## src/rtl/sr_input_pkg.sv

```systemverilog
// sr_input_pkg
// Shared definitions for the push-button conditioning logic that feeds
// sr_latch: the per-channel debounce FSM state encoding and the default
// debounce parameters.
//   LOW       - debounced level is 0 and the synchronised input agrees
//   WAIT_HIGH - input went high, counting stable cycles before accepting
//   HIGH      - debounced level is 1 and the synchronised input agrees
//   WAIT_LOW  - input went low, counting stable cycles before accepting
package sr_input_pkg;

  typedef enum logic [1:0] {
    LOW       = 2'd0,
    WAIT_HIGH = 2'd1,
    HIGH      = 2'd2,
    WAIT_LOW  = 2'd3
  } db_state_e;

  localparam int DEFAULT_DEBOUNCE_CYCLES = 50000;
  localparam int DEFAULT_CNT_W           = 16;

endpackage

```

## src/rtl/debounce_ch.sv

```systemverilog
// debounce_ch
// One button channel: 2-flop synchroniser, a debounce FSM with a stable-level
// register and a cycle counter. A level change is accepted only after the
// synchronised input has differed from the stable level for DEBOUNCE_CYCLES
// consecutive edges; any return to the old level restarts the count.
// Ports:
//   clk, rst_n - clock and asynchronous active-low reset
//   raw_in     - raw button input, asynchronous to clk
//   level      - debounced level (registered)
//   rise, fall - combinational, high during the cycle whose closing edge
//                flips level up / down, so a consumer registering on that
//                same edge lines up with the level change
module debounce_ch
  import sr_input_pkg::*;
#(
  parameter int DEBOUNCE_CYCLES = DEFAULT_DEBOUNCE_CYCLES,
  parameter int CNT_W           = DEFAULT_CNT_W
) (
  input  logic clk,
  input  logic rst_n,
  input  logic raw_in,
  output logic level,
  output logic rise,
  output logic fall
);

  localparam logic [CNT_W-1:0] CNT_LAST = CNT_W'(DEBOUNCE_CYCLES - 1);
  localparam logic [CNT_W-1:0] CNT_ONE  = CNT_W'(1);

  logic            sync1_q, sync1_d;
  logic            sync2_q, sync2_d;
  logic            stable_q, stable_d;
  logic [CNT_W-1:0] cnt_q, cnt_d;
  db_state_e       state_q, state_d;

  always_ff @(posedge clk or negedge rst_n) begin
    if (!rst_n) begin
      sync1_q  <= 1'b0;
      sync2_q  <= 1'b0;
      stable_q <= 1'b0;
      cnt_q    <= '0;
      state_q  <= LOW;
    end else begin
      sync1_q  <= sync1_d;
      sync2_q  <= sync2_d;
      stable_q <= stable_d;
      cnt_q    <= cnt_d;
      state_q  <= state_d;
    end
  end

  // Counter is zero outside the WAIT states, so it defaults to 0 and is only
  // loaded where a count is in progress.
  always_comb begin
    sync1_d  = raw_in;
    sync2_d  = sync1_q;
    stable_d = stable_q;
    cnt_d    = '0;
    state_d  = state_q;
    rise     = 1'b0;
    fall     = 1'b0;
    case (state_q)
      LOW: begin
        if (sync2_q != stable_q) begin
          state_d = WAIT_HIGH;
          cnt_d   = CNT_ONE;
        end
      end
      HIGH: begin
        if (sync2_q != stable_q) begin
          state_d = WAIT_LOW;
          cnt_d   = CNT_ONE;
        end
      end
      WAIT_HIGH: begin
        if (sync2_q == stable_q) begin
          state_d = LOW;
        end else if (cnt_q == CNT_LAST) begin
          stable_d = 1'b1;
          state_d  = HIGH;
          rise     = 1'b1;
        end else begin
          cnt_d = cnt_q + CNT_ONE;
        end
      end
      WAIT_LOW: begin
        if (sync2_q == stable_q) begin
          state_d = HIGH;
        end else if (cnt_q == CNT_LAST) begin
          stable_d = 1'b0;
          state_d  = LOW;
          fall     = 1'b1;
        end else begin
          cnt_d = cnt_q + CNT_ONE;
        end
      end
      default: begin
        state_d = LOW;
      end
    endcase
  end

  assign level = stable_q;

endmodule

```

## src/rtl/sr_button_conditioner.sv

```systemverilog
// sr_button_conditioner
// Turns the raw set and reset push buttons into clean one-cycle S/R pulses
// for sr_latch. Each button is debounced by a debounce_ch instance; a pulse
// is issued only on a debounced press, and only when the other button's
// debounced level is low after the same edge, so S and R are never high
// together. Suppressed presses raise conflict for one cycle.
// Ports:
//   clk, rst_n             - clock and asynchronous active-low reset
//   set_btn, reset_btn     - raw buttons, active high, asynchronous
//   S, R                   - one-cycle set / reset pulses to sr_latch
//   set_level, reset_level - debounced button levels
//   conflict               - one-cycle flag for a suppressed press
module sr_button_conditioner
  import sr_input_pkg::*;
#(
  parameter int DEBOUNCE_CYCLES = DEFAULT_DEBOUNCE_CYCLES,
  parameter int CNT_W           = DEFAULT_CNT_W
) (
  input  logic clk,
  input  logic rst_n,
  input  logic set_btn,
  input  logic reset_btn,
  output logic S,
  output logic R,
  output logic set_level,
  output logic reset_level,
  output logic conflict
);

  logic set_rise, set_fall;
  logic reset_rise, reset_fall;
  logic set_level_next, reset_level_next;
  logic s_q, s_d;
  logic r_q, r_d;
  logic conflict_q, conflict_d;

  debounce_ch #(
    .DEBOUNCE_CYCLES(DEBOUNCE_CYCLES),
    .CNT_W          (CNT_W)
  ) u_set_ch (
    .clk   (clk),
    .rst_n (rst_n),
    .raw_in(set_btn),
    .level (set_level),
    .rise  (set_rise),
    .fall  (set_fall)
  );

  debounce_ch #(
    .DEBOUNCE_CYCLES(DEBOUNCE_CYCLES),
    .CNT_W          (CNT_W)
  ) u_reset_ch (
    .clk   (clk),
    .rst_n (rst_n),
    .raw_in(reset_btn),
    .level (reset_level),
    .rise  (reset_rise),
    .fall  (reset_fall)
  );

  // Arbitration looks at each channel's level as it will be after this edge,
  // so a simultaneous rise on the other channel blocks the pulse while a
  // simultaneous fall on the other channel lets it through.
  always_comb begin
    set_level_next   = set_level ^ (set_rise | set_fall);
    reset_level_next = reset_level ^ (reset_rise | reset_fall);
    s_d        = set_rise & ~reset_level_next;
    r_d        = reset_rise & ~set_level_next;
    conflict_d = (set_rise & reset_level_next) | (reset_rise & set_level_next);
  end

  always_ff @(posedge clk or negedge rst_n) begin
    if (!rst_n) begin
      s_q        <= 1'b0;
      r_q        <= 1'b0;
      conflict_q <= 1'b0;
    end else begin
      s_q        <= s_d;
      r_q        <= r_d;
      conflict_q <= conflict_d;
    end
  end

  assign S        = s_q;
  assign R        = r_q;
  assign conflict = conflict_q;

endmodule

```

## config.mk

```make
export PLATFORM = sky130hd
export DESIGN_NAME = sr_button_conditioner
export DESIGN_NICKNAME = d
export VERILOG_FILES = /design/src/rtl/sr_input_pkg.sv /design/src/rtl/debounce_ch.sv /design/src/rtl/sr_button_conditioner.sv
export SDC_FILE = /design/constraint.sdc
export NUM_CORES = 1
export LEC_CHECK = 0
export BUFFER_PORTS_ARGS = -buffer_cell sky130_fd_sc_hd__buf_2
export CAP_MARGIN = 20
export CORE_ASPECT_RATIO = 1.5
export CORE_MARGIN = 2
export CORE_UTILIZATION = 40
export CTS_CLUSTER_SIZE = 12
export DETAILED_ROUTE_END_ITERATION = 7
export GPL_TIMING_DRIVEN = 0
export PLACE_DENSITY_LB_ADDON = 0.05
export SLEW_MARGIN = 20
export SYNTH_ARGS = -nofsm -noshare
export SYNTH_HDL_FRONTEND = slang
export SYNTH_SLANG_ARGS = --single-unit
```

## constraint.sdc

```tcl
create_clock -name clk -period 2.6 [get_ports clk]
set_input_delay 0.13 -clock clk [delete_from_list [all_inputs] [get_ports clk]]
set_output_delay 0.13 -clock clk [all_outputs]
set_load 0.02 [all_outputs]
```

Word level (Yosys, flattened, before mapping)
Index checks and enable logic that the tools add are counted.
{"block": "word_totals", "register_bits": 45, "in_bits": 4, "output_inout_bits": 5, "elab_cells": 106}
{"block": "classes", "add_sub_neg": 2, "n_eq_ne": 28, "mux": 40, "bitwise": 11, "reduce_logical": 12}
{"cell": "$mux 16", "count": 4}
{"cell": "$pmux 16 s2", "count": 2}
{"cell": "$add 16x1->16 const B", "count": 2}
{"cell": "$eq 16x16->1 const B", "count": 2}
{"cell": "$mux 2", "count": 12}
{"cell": "$mux 1", "count": 18}
{"cell": "$ne 2x1->1 const B", "count": 8}
{"cell": "$pmux 2 s4", "count": 2}
{"cell": "$ne 3x1->1 const B", "count": 4}
{"cell": "$reduce_and 5->1", "count": 2}
{"cell": "$eq 2x2->1 const B", "count": 4}
{"cell": "$ne 2x2->1 const B", "count": 4}
{"cell": "$reduce_and 4->1", "count": 2}
{"cell": "$reduce_or 2->1", "count": 4}
{"cell": "$and 1x1->1", "count": 4}
{"cell": "$eq 2x1->1 const B", "count": 2}
{"cell": "$logic_not 2->1", "count": 2}
{"cell": "$pmux 1 s2", "count": 2}
{"cell": "$reduce_bool 2->1", "count": 2}
{"cell": "$or 1x1->1", "count": 3}
{"cell": "$eq 1x1->1", "count": 2}
{"cell": "$ne 1x1->1", "count": 2}
{"cell": "$not 1->1", "count": 2}
{"cell": "$xor 1x1->1", "count": 2}

Logic depth before layout (Yosys ltp)
Gate-level depths: netlist of run 1.
{"block": "logic_depth", "depth_word": 8, "mapped_depth": 7, "mapped_depth_nobuf": 6}

By module
Synthesis of run 1 repeated with hierarchy kept, for this count alone.
{"block": "unflattened", "hier_cells": 207, "hier_area_um2": 2168.3}
{"module": "debounce_ch (u_reset_ch)", "n_inst": 1, "cells_per_inst": 95, "area_each_um2": 1031.0, "seq_area_each_um2": 525.5}
{"module": "debounce_ch (u_set_ch)", "n_inst": 1, "cells_per_inst": 96, "area_each_um2": 983.4, "seq_area_each_um2": 525.5}
{"module": "sr_button_conditioner", "n_inst": 1, "cells_per_inst": 16, "area_each_um2": 153.9, "seq_area_each_um2": 75.1}

Worst setup path before layout of run 1
No wires, ideal clock.
{"block": "synth_path", "path_kind": "reg2reg", "start": "register u_set_ch.cnt_q[12]", "end": "register u_set_ch.cnt_q[10]", "setup_time_ns": 0.123, "arrival_ns": 1.701, "t_required_ns": 2.477, "path_slack_ns": 0.776, "path_stages_with_launch": 7, "path_buffers": 2, "period_less_slack_ns": 1.824, "cell_sequence": "dfrtp_1 -> or4b_4 -> nor4_4 -> or2_1 -> buf_6 -> buf_12 -> nor2_4"}
{"block": "synth_via", "elab_chain_len": 4}
{"item": "start: declaration", "line": "debounce_ch.sv:33", "rtl": "logic [CNT_W-1:0] cnt_q, cnt_d;"}
{"item": "start signal: assignment", "line": "debounce_ch.sv:47", "rtl": "cnt_q <= cnt_d;"}
{"item": "$eq 16x16->1", "line": "debounce_ch.sv:78, debounce_ch.sv:89"}
{"item": "$mux 16", "line": "debounce_ch.sv:78, debounce_ch.sv:89"}
{"item": "$mux 16", "line": "debounce_ch.sv:87", "rtl": "if (sync2_q == stable_q) begin"}
{"item": "$pmux 16 s2", "line": "debounce_ch.sv:62", "rtl": "case (state_q)"}
{"item": "via u_set_ch.cnt_d[10]", "line": "debounce_ch.sv:33"}
The timed path passes the listed nets, and every way through them passes these cells.
A chain may end at the register's enable or synchronous reset.

Worst setup path after layout of run 1
{"block": "layout_path", "start": "register u_reset_ch.cnt_q[0]", "end": "register u_reset_ch.cnt_q[11]"}
{"block": "layout_via", "elab_chain_len": 4, "elab_cells_between_ends": 5, "classes_between": "add/sub (1); eq/ne (1); mux (3)"}
{"item": "start: declaration", "line": "debounce_ch.sv:33"}
{"item": "start signal: assignment", "line": "debounce_ch.sv:47"}
{"item": "$add 16x1->16 / $eq 16x16->1 (equally long branches)"}
{"item": "$mux 16 (*)", "line": "debounce_ch.sv:78, debounce_ch.sv:89"}
{"item": "$mux 16 (*)", "line": "debounce_ch.sv:87"}
{"item": "$pmux 16 s2 (*)", "line": "debounce_ch.sv:62"}
{"item": "via u_reset_ch.cnt_d[11]", "line": "debounce_ch.sv:33"}
Mark *: on every way through the listed nets, which the timed path passes. The rest lies on a longest branch.

==> reports/metrics.cfg, run 1 <==
[synthesis]
post_synth_instance_area_um2 = 2156
yosys-top-cells-area = sky130_fd_sc_hd__dfrtp_1 (52%), sky130_fd_sc_hd__xor2_1 (6.5%), sky130_fd_sc_hd__xnor2_1 (5.3%)
ys.warnings.count = 0
number_of_flops_mapped_to_enable_cells_by_yosys = 0
async_flop_share_pct = 100.0
netlist.area_leader.share_pct = 52.23
post-synth-top-area-cell = sky130_fd_sc_hd__dfrtp_1
ys_ff_latch = 45
synth.avg_cell_area_um2 = 11.23
synth.distinct_cells = 39
postSynthNetCount = 198
ys_seq_area_share_pct = 52.23
ys.flop_type = sky130_fd_sc_hd__dfrtp_1
post_synth_inst_count = 192

[route]
met3_length_um = 66
avgRoutedWirePerCell_um = 12.92
vias = 1370
drt-initial-drc-count = 44
postRouteAntennaNets = 0
wl_met1_mm = 1.482
wirelength_mm = 3.605
highest-signal-layer = met4
via_per_inst = 4.910
met2_wirelength_mm = 1.997
drt_drc_violations_left = 0
drt_first_pass_iters = 4

[setup_path]
worst_setup_path_start_kind = flip-flop
cp-end-kind = flip-flop
slowest_cell_on_the_critical_path = sky130_fd_sc_hd__clkbuf_1
setup.worst_path.class = flip-flop to flip-flop
cpPeakStageDelay_ns = 0.41
worst_ep_arrival_time_ns = 2.19
cpLargestDelayFamily = simple AND/OR/NAND/NOR gates
critPathRequiredTime_ns = 2.76
cp_cell_sequence = ha_1 -> and3_1 -> and4_4 -> or2_2 -> clkbuf_1 -> clkbuf_1 -> nor2_1
critical_path.most_common_cell = sky130_fd_sc_hd__clkbuf_1
critical_path_buf_inv_count = 2
cp_max_fo = 10

[status]
outcome = finished clean

[final_layout]
share_of_cells_above_drive_strength_1_pct = 18.01
final-instance-count-excl-fill = 279
flow.area_growth_from_synthesis_pct = 11.78
non_filler_cell_area_final_um2 = 2410
antennaDiodeCount = 0
postLayoutCoreUtil_pct = 46.66
final_nets = 216

[placed_design]
place.port_buffers = 8
postPlaceCellArea_um2 = 2281
gp_congestion = 0.7373
post-place-cells = 268
dpl.hpwl_mm = 2.587

[clocking]
ctsHoldBuffers = 2
worstSkewPairLatency_ns = 0.30
htreeDepth = 2
clkSinkCount = 45
post_cts.repair.setup_buffers = 0
clock_path_buffers = 2
reg_clk_slew_reported_paths_ns = 0.08
cts_buffers = 5
number_of_gates_resized_after_cts = 0
clk_root_buf = sky130_fd_sc_hd__clkbuf_8
clock_tree_from_tritoncts = yes

[die]
die_h_um = 93.91
fp.dieW_um = 63.94
fp-row-count = 32
initial_utilization_pct = 41.74
area_of_the_die_um2 = 6005
ioPinCount = 9
coreArea_um2 = 5165

[power]
ir_drop_mv = 0.3355
cellLeakagePower_nw = 1.062
power.density_nw_per_um2 = 504.9

[global_routing]
grt_antenna_before_repair = 0
largest_net_degree_at_the_start_of_global_routing = 46
grt_use_total_pct = 14.10
number_of_global_route_vias_before_repair = 1395
globalRoute.totalOverflow = 0
first_pass_grt_wire_length_mm = 6.548

[sta]
slew_viol_final = 0
rsz0062_at_grt = no
fin_worst_skew_ns = 0.01036
min_period_over_period_pct = 77.94
final-hold-violation-count = 0
timing.hold.ws_ns = 0.3543
post-route-min-period_ns = 2.026
slew-limit-headroom_pct = 62.00
tightestPinTransition_ns = 0.5699
fmax_mhz = 493.5
setup_total_negative_slack_ns = 0
setup_violations = 0

[job]
timing.max_cap.violations = 0

[hold_path]
hold_class = flip-flop to flip-flop

[flip-flops by register name (all words and copies together) (netlist names), named ones only]
signal              count
R                       1
S                       1
conflict                1
u_reset_ch.cnt_q       16
u_reset_ch.level        1
u_reset_ch.state_q      1
u_reset_ch.sync1_q      1
u_reset_ch.sync2_q      1
u_set_ch.cnt_q         16
u_set_ch.level          1
u_set_ch.state_q        1
u_set_ch.sync1_q        1
u_set_ch.sync2_q        1
[power breakdown]
part	leakage, nW	internal [mW]	total (mW)	switching [mW]
clock network	0.0512	0.216	0.451	0.235
logic	0.400	0.0186	0.0517	0.0331
registers	0.610	0.708	0.714	0.00625
[cells in the mapped netlist (all sizes together) (2+ instances only)]
master and n:
dfrtp 45, nor2 33, nand2 19, xor2 16, xnor2 13, and3 10, nand3 6, and4 5
o21ai 4, a21oi 3, and2 3, clkbuf 3, inv 3, nand2b 3, nand4 3, buf 2
ha 2, nor3b 2, nor4b 2, or2 2, or3 2, or4b 2
[cell usage in the layout (no fill, tap or decap), types with 2 or more instances in the layout]
| cell | instances |
|---|---|
| sky130_fd_sc_hd__or3_1 | 2 |
| sky130_fd_sc_hd__nand2b_1 | 2 |
| sky130_fd_sc_hd__a21oi_1 | 3 |
| sky130_fd_sc_hd__clkbuf_1 | 3 |
| sky130_fd_sc_hd__nor2_4 | 9 |
| sky130_fd_sc_hd__nor4b_2 | 2 |
| sky130_fd_sc_hd__and2_1 | 3 |
| sky130_fd_sc_hd__dfrtp_1 | 45 |
| sky130_fd_sc_hd__buf_2 | 7 |
| sky130_fd_sc_hd__nand2_1 | 19 |
| sky130_fd_sc_hd__nand3_1 | 6 |
| sky130_fd_sc_hd__xor2_1 | 16 |
| sky130_fd_sc_hd__clkbuf_8 | 6 |
| sky130_fd_sc_hd__xnor2_1 | 13 |
| sky130_fd_sc_hd__and3_1 | 10 |
| sky130_fd_sc_hd__and4_1 | 4 |
| sky130_fd_sc_hd__ha_1 | 2 |
| sky130_fd_sc_hd__inv_1 | 3 |
| sky130_fd_sc_hd__nand4_1 | 3 |
| sky130_fd_sc_hd__nor2_1 | 23 |
| sky130_fd_sc_hd__dlygate4sd3_1 | 3 |
| sky130_fd_sc_hd__o21ai_0 | 4 |
[path summary, 6_finish.rpt]
path                                   endpoint  slack [ns]                start  cells after the start
hold / removal               u_reset_ch.sync2_q        0.35   u_reset_ch.sync1_q                      0
setup / recovery           u_reset_ch.cnt_q[11]        0.57  u_reset_ch.cnt_q[0]                      7
max in group asynchronous  u_reset_ch.cnt_q[13]        1.84                rst_n                      2
hold reg to reg              u_reset_ch.sync2_q        0.35   u_reset_ch.sync1_q                      0
setup reg to reg           u_reset_ch.cnt_q[11]        0.57  u_reset_ch.cnt_q[0]                      7
min in group asynchronous     u_set_ch.cnt_q[5]        0.36                rst_n                      2
[final cells by class]
cell class | instances | area (um2)
clock buffers | 6 | 82.58
repair buffers | 11 | 72.57
clock inverters | 2 | 13.76
well taps | 68 | 85.08
fillers | 500 | 2755
flip-flops and latches | 45 | 1126
multi-input cells | 139 | 975.9
plain buffers | 5 | 42.54
inverters | 3 | 11.26
[cells by family (layout without fill, tap and decap cells)]
group,count (synthesis),in the layout,synth area share (%)
xor+xnor,29,29,11.78
buf+inv,8,27,2.496
mux,1,1,0.4643
flops,45,45,52.23
fa+ha+maj,2,2,1.161
simple gates,96,96,28.38
compound gates,11,11,3.482
[per-layer routing]
metal	global-route usage [%]	vias up
li1	-	677
met1	16.24	679
met2	25.00	8
met3	3.237	6
met4	5.435	0
met5	0	-
[metrics by stage]
| stage | worst slack [ns] | power, mW |
|---|---|---|
| 2_1_floorplan | 0.7759 | 0.7552 |
| 3_3_place_gp | 0.5948 | 0.7771 |
| 3_5_place_dp | 0.5461 | 0.7787 |
| 4_1_cts | 0.5268 | 1.245 |
| 5_1_grt | 0.3963 | 1.283 |
| 6_report | 0.5735 | 1.217 |
Power figures use the tool's default switching activity.
==> run 2, diff against run 1 <==
- ABC_AREA: default -> 1
- clock period: 2.6 -> 2.05 ns (I/O delays scaled with it)
==> run 2 against run 1 <==
Compared with the run above:
- critical path type unchanged
- count of clock-buffer cells in the layout unchanged
- sequential power up 29%
- combinational power up 120%
- via count up 29%
- maximum frequency up 36%
- sequential cell count unchanged
- critical path depth unchanged
- synthesized cell count up 52%
==> reports/metrics.cfg, run 2 <==
[clocking]
clock_path_buffers = 2
htreeDepth = 2
worstSkewPairLatency_ns = 0.30
cts_buffers = 5
clk_root_buf = sky130_fd_sc_hd__clkbuf_8
number_of_gates_resized_after_cts = 0
clock_tree_from_tritoncts = yes
reg_clk_slew_reported_paths_ns = 0.09
clkSinkCount = 45

[setup_path]
cpPeakStageDelay_ns = 0.40
cpLargestDelayFamily = simple AND/OR/NAND/NOR gates
slowest_cell_on_the_critical_path = sky130_fd_sc_hd__dfrtp_1
critical_path.most_common_cell = sky130_fd_sc_hd__nand2_1
regToRegEndpoint = u_reset_ch.state_q[0]
critPathRequiredTime_ns = 2.24
setup.worst_path.class = flip-flop to flip-flop
reg2reg_setup_slack_ns = 0.56
worst-r2r-cell-count = 7
worstSetupEndpoint = u_reset_ch.state_q[0]
cp_cell_sequence = ha_1 -> nand3_1 -> nor2_1 -> nand2_1 -> nand2_1 -> buf_6 -> nand2_1
critical_path.reg2reg.startpoint = u_reset_ch.cnt_q[0]
cp-startpoint = u_reset_ch.cnt_q[0]
cp_max_fo = 10
worst_setup_path_start_kind = flip-flop
critical_path_buf_inv_count = 1
critical_path_depth = 7
cp-end-kind = flip-flop
worst_ep_arrival_time_ns = 1.68

[route]
drt-initial-drc-count = 42
drt_drc_violations_left = 0
postRouteAntennaNets = 0
vias = 1762
wirelength_mm = 4.347
drt_first_pass_iters = 4
avgRoutedWirePerCell_um = 11.35
via_per_inst = 4.601

[sta]
final-hold-violation-count = 0
rsz0062_at_grt = no
min_period_over_period_pct = 72.90
slew-limit-headroom_pct = 61.31
setup_total_negative_slack_ns = 0
fin_worst_skew_ns = 0.007034
post-route-min-period_ns = 1.494
setup_violations = 0
tightestPinTransition_ns = 0.5804
slew_viol_final = 0
fmax_mhz = 669.2

[synthesis]
netlist.area_leader.share_pct = 47.39
post-synth-top-area-cell = sky130_fd_sc_hd__dfrtp_1
ys_seq_area_share_pct = 47.39
synth.distinct_cells = 27
synth_commonest_cells = sky130_fd_sc_hd__nand2_1 (73), sky130_fd_sc_hd__nor2_1 (46), sky130_fd_sc_hd__dfrtp_1 (45)
postSynthNetCount = 298
number_of_flops_mapped_to_enable_cells_by_yosys = 0
ys_ff_latch = 45
ys.warnings.count = 0
ys.flop_type = sky130_fd_sc_hd__dfrtp_1
post_synth_instance_area_um2 = 2376
synth.avg_cell_area_um2 = 8.137
yosys-top-cells-area = sky130_fd_sc_hd__dfrtp_1 (47%), sky130_fd_sc_hd__nand2_1 (12%), sky130_fd_sc_hd__nor2_1 (7.3%)
async_flop_share_pct = 100.0
post_synth_inst_count = 292
yosys.cell_count.top_type = sky130_fd_sc_hd__nand2_1

[global_routing]
grt_use_total_pct = 15.30
first_pass_grt_wire_length_mm = 7.617
largest_net_degree_at_the_start_of_global_routing = 46
grt_antenna_before_repair = 0
number_of_global_route_vias_before_repair = 1769
globalRoute.totalOverflow = 0

[die]
die_h_um = 98.39
ioPinCount = 9
fp.dieW_um = 66.93
area_of_the_die_um2 = 6585
coreArea_um2 = 5786
fp-row-count = 34
initial_utilization_pct = 41.07

[hold_path]
hold_class = input port to asynchronous set/reset pin

[power]
cellLeakagePower_nw = 1.272
power.density_nw_per_um2 = 613.2
ir_drop_mv = 0.4353

[final_layout]
largest_registers_ranked_by_flip_flop_count = u_reset_ch.cnt_q: 16 flops, u_set_ch.cnt_q: 16 flops
final_nets = 316
mostFrequentLayoutCells = sky130_fd_sc_hd__nand2_1 (73), sky130_fd_sc_hd__nor2_1 (46), sky130_fd_sc_hd__dfrtp_1 (45)
seq_area_um2 = 1126
layout_commonest_cell = sky130_fd_sc_hd__nand2_1
fillCellCount = 610
non_filler_cell_area_final_um2 = 2635
flow.area_growth_from_synthesis_pct = 10.90
share_of_cells_above_drive_strength_1_pct = 21.22
multi_input_area_um2 = 1071
antennaDiodeCount = 0
postLayoutCoreUtil_pct = 45.55

[placed_design]
postPlaceCellArea_um2 = 2506
dpl.hpwl_mm = 3.228
gp_congestion = 0.7434
place.port_buffers = 8

[status]
outcome = finished clean

[job]
timing.max_cap.violations = 0

run 2: cell types whose count changed after synthesis, moves of 5 or more:
cell,delta
sky130_fd_sc_hd__inv_1,+31
sky130_fd_sc_hd__nor2_2,+9
sky130_fd_sc_hd__nand3_1,+7
sky130_fd_sc_hd__xnor2_1,-13
sky130_fd_sc_hd__nand2_2,+7
sky130_fd_sc_hd__a21oi_1,+6
sky130_fd_sc_hd__xor2_1,-10
sky130_fd_sc_hd__nand2_1,+54
sky130_fd_sc_hd__nor2_1,+23
sky130_fd_sc_hd__nor3_1,+5
sky130_fd_sc_hd__inv_2,+9
sky130_fd_sc_hd__and3_1,-10
run 2: worst min-delay path by stage:
stage	to	cells after the start
6_report	u_reset_ch.cnt_q[3]	2
5_1_grt	u_set_ch.sync2_q	0
4_1_cts	u_reset_ch.cnt_q[5]	1
3_5_place_dp	u_set_ch.sync1_q	1
3_3_place_gp	u_set_ch.sync1_q	1
2_1_floorplan	R	0
run 2: final cells by class:
type	instances	share of cell area [%]
Buffer	1	0.4273
Clock buffer	6	3.134
Clock inverter	2	0.5223
Inverter	44	6.363
Multi-Input combinational cell	202	40.65
Sequential cell	45	42.73
Tap cell	72	3.419
Timing Repair Buffer	11	2.754
run 2: where the power goes:
part / internal (mW) / total [mW] / switching [mW] / leakage (nW)
sequential: 0.908 / 0.921 / 0.0128 / 0.611
combinational: 0.0373 / 0.113 / 0.0760 / 0.610
clock: 0.274 / 0.582 / 0.308 / 0.0512
total: 1.22 / 1.62 / 0.397 / 1.27
run 2: timing repair:
| item | in CTS | in global routing |
|---|---|---|
| hold endpoints to repair | 2 | 45 |
| setup endpoints to repair | 0 | 0 |
| hold buffers | 2 | 1 |
| setup buffers | 0 | 0 |
run 2: kinds of logic (layout without fill, tap and decap cells):
| family | count (synthesis) | count (layout) | synth area share [%] |
|---|---|---|---|
| simple gates | 174 | 174 | 36.23 |
| xor+xnor | 6 | 6 | 2.212 |
| flops | 45 | 45 | 47.39 |
| buf+inv | 45 | 64 | 7.530 |
| compound gates | 20 | 20 | 5.582 |
| fa+ha+maj | 2 | 2 | 1.053 |
run 2: per-stage QoR:
step | worst slack (ns) | instances | power, mW | hold WS (ns)
finish | 0.5556 | 383 | 1.616 | 0.3379
global route | 0.4092 | 383 | 1.708 | 0.3782
CTS | 0.5371 | 382 | 1.654 | 0.02337
detailed placement | 0.5476 | 372 | 1.052 | 0.2123
global placement | 0.5620 | 372 | 1.051 | 0.2104
floorplan | 0.7329 | 292 | 1.012 | -0.1931
run 2: layer usage:
| layer | global-route usage [%] | part of all wire, % | vias to the layer above |
|---|---|---|---|
| met5 | 0 | 0 | - |
| met2 | 28.62 | 55 | 9 |
| met1 | 16.37 | 42 | 816 |
| met3 | 2.880 | 1.8 | 7 |
| met4 | 5.651 | 1.7 | 0 |
| li1 | - | - | 930 |
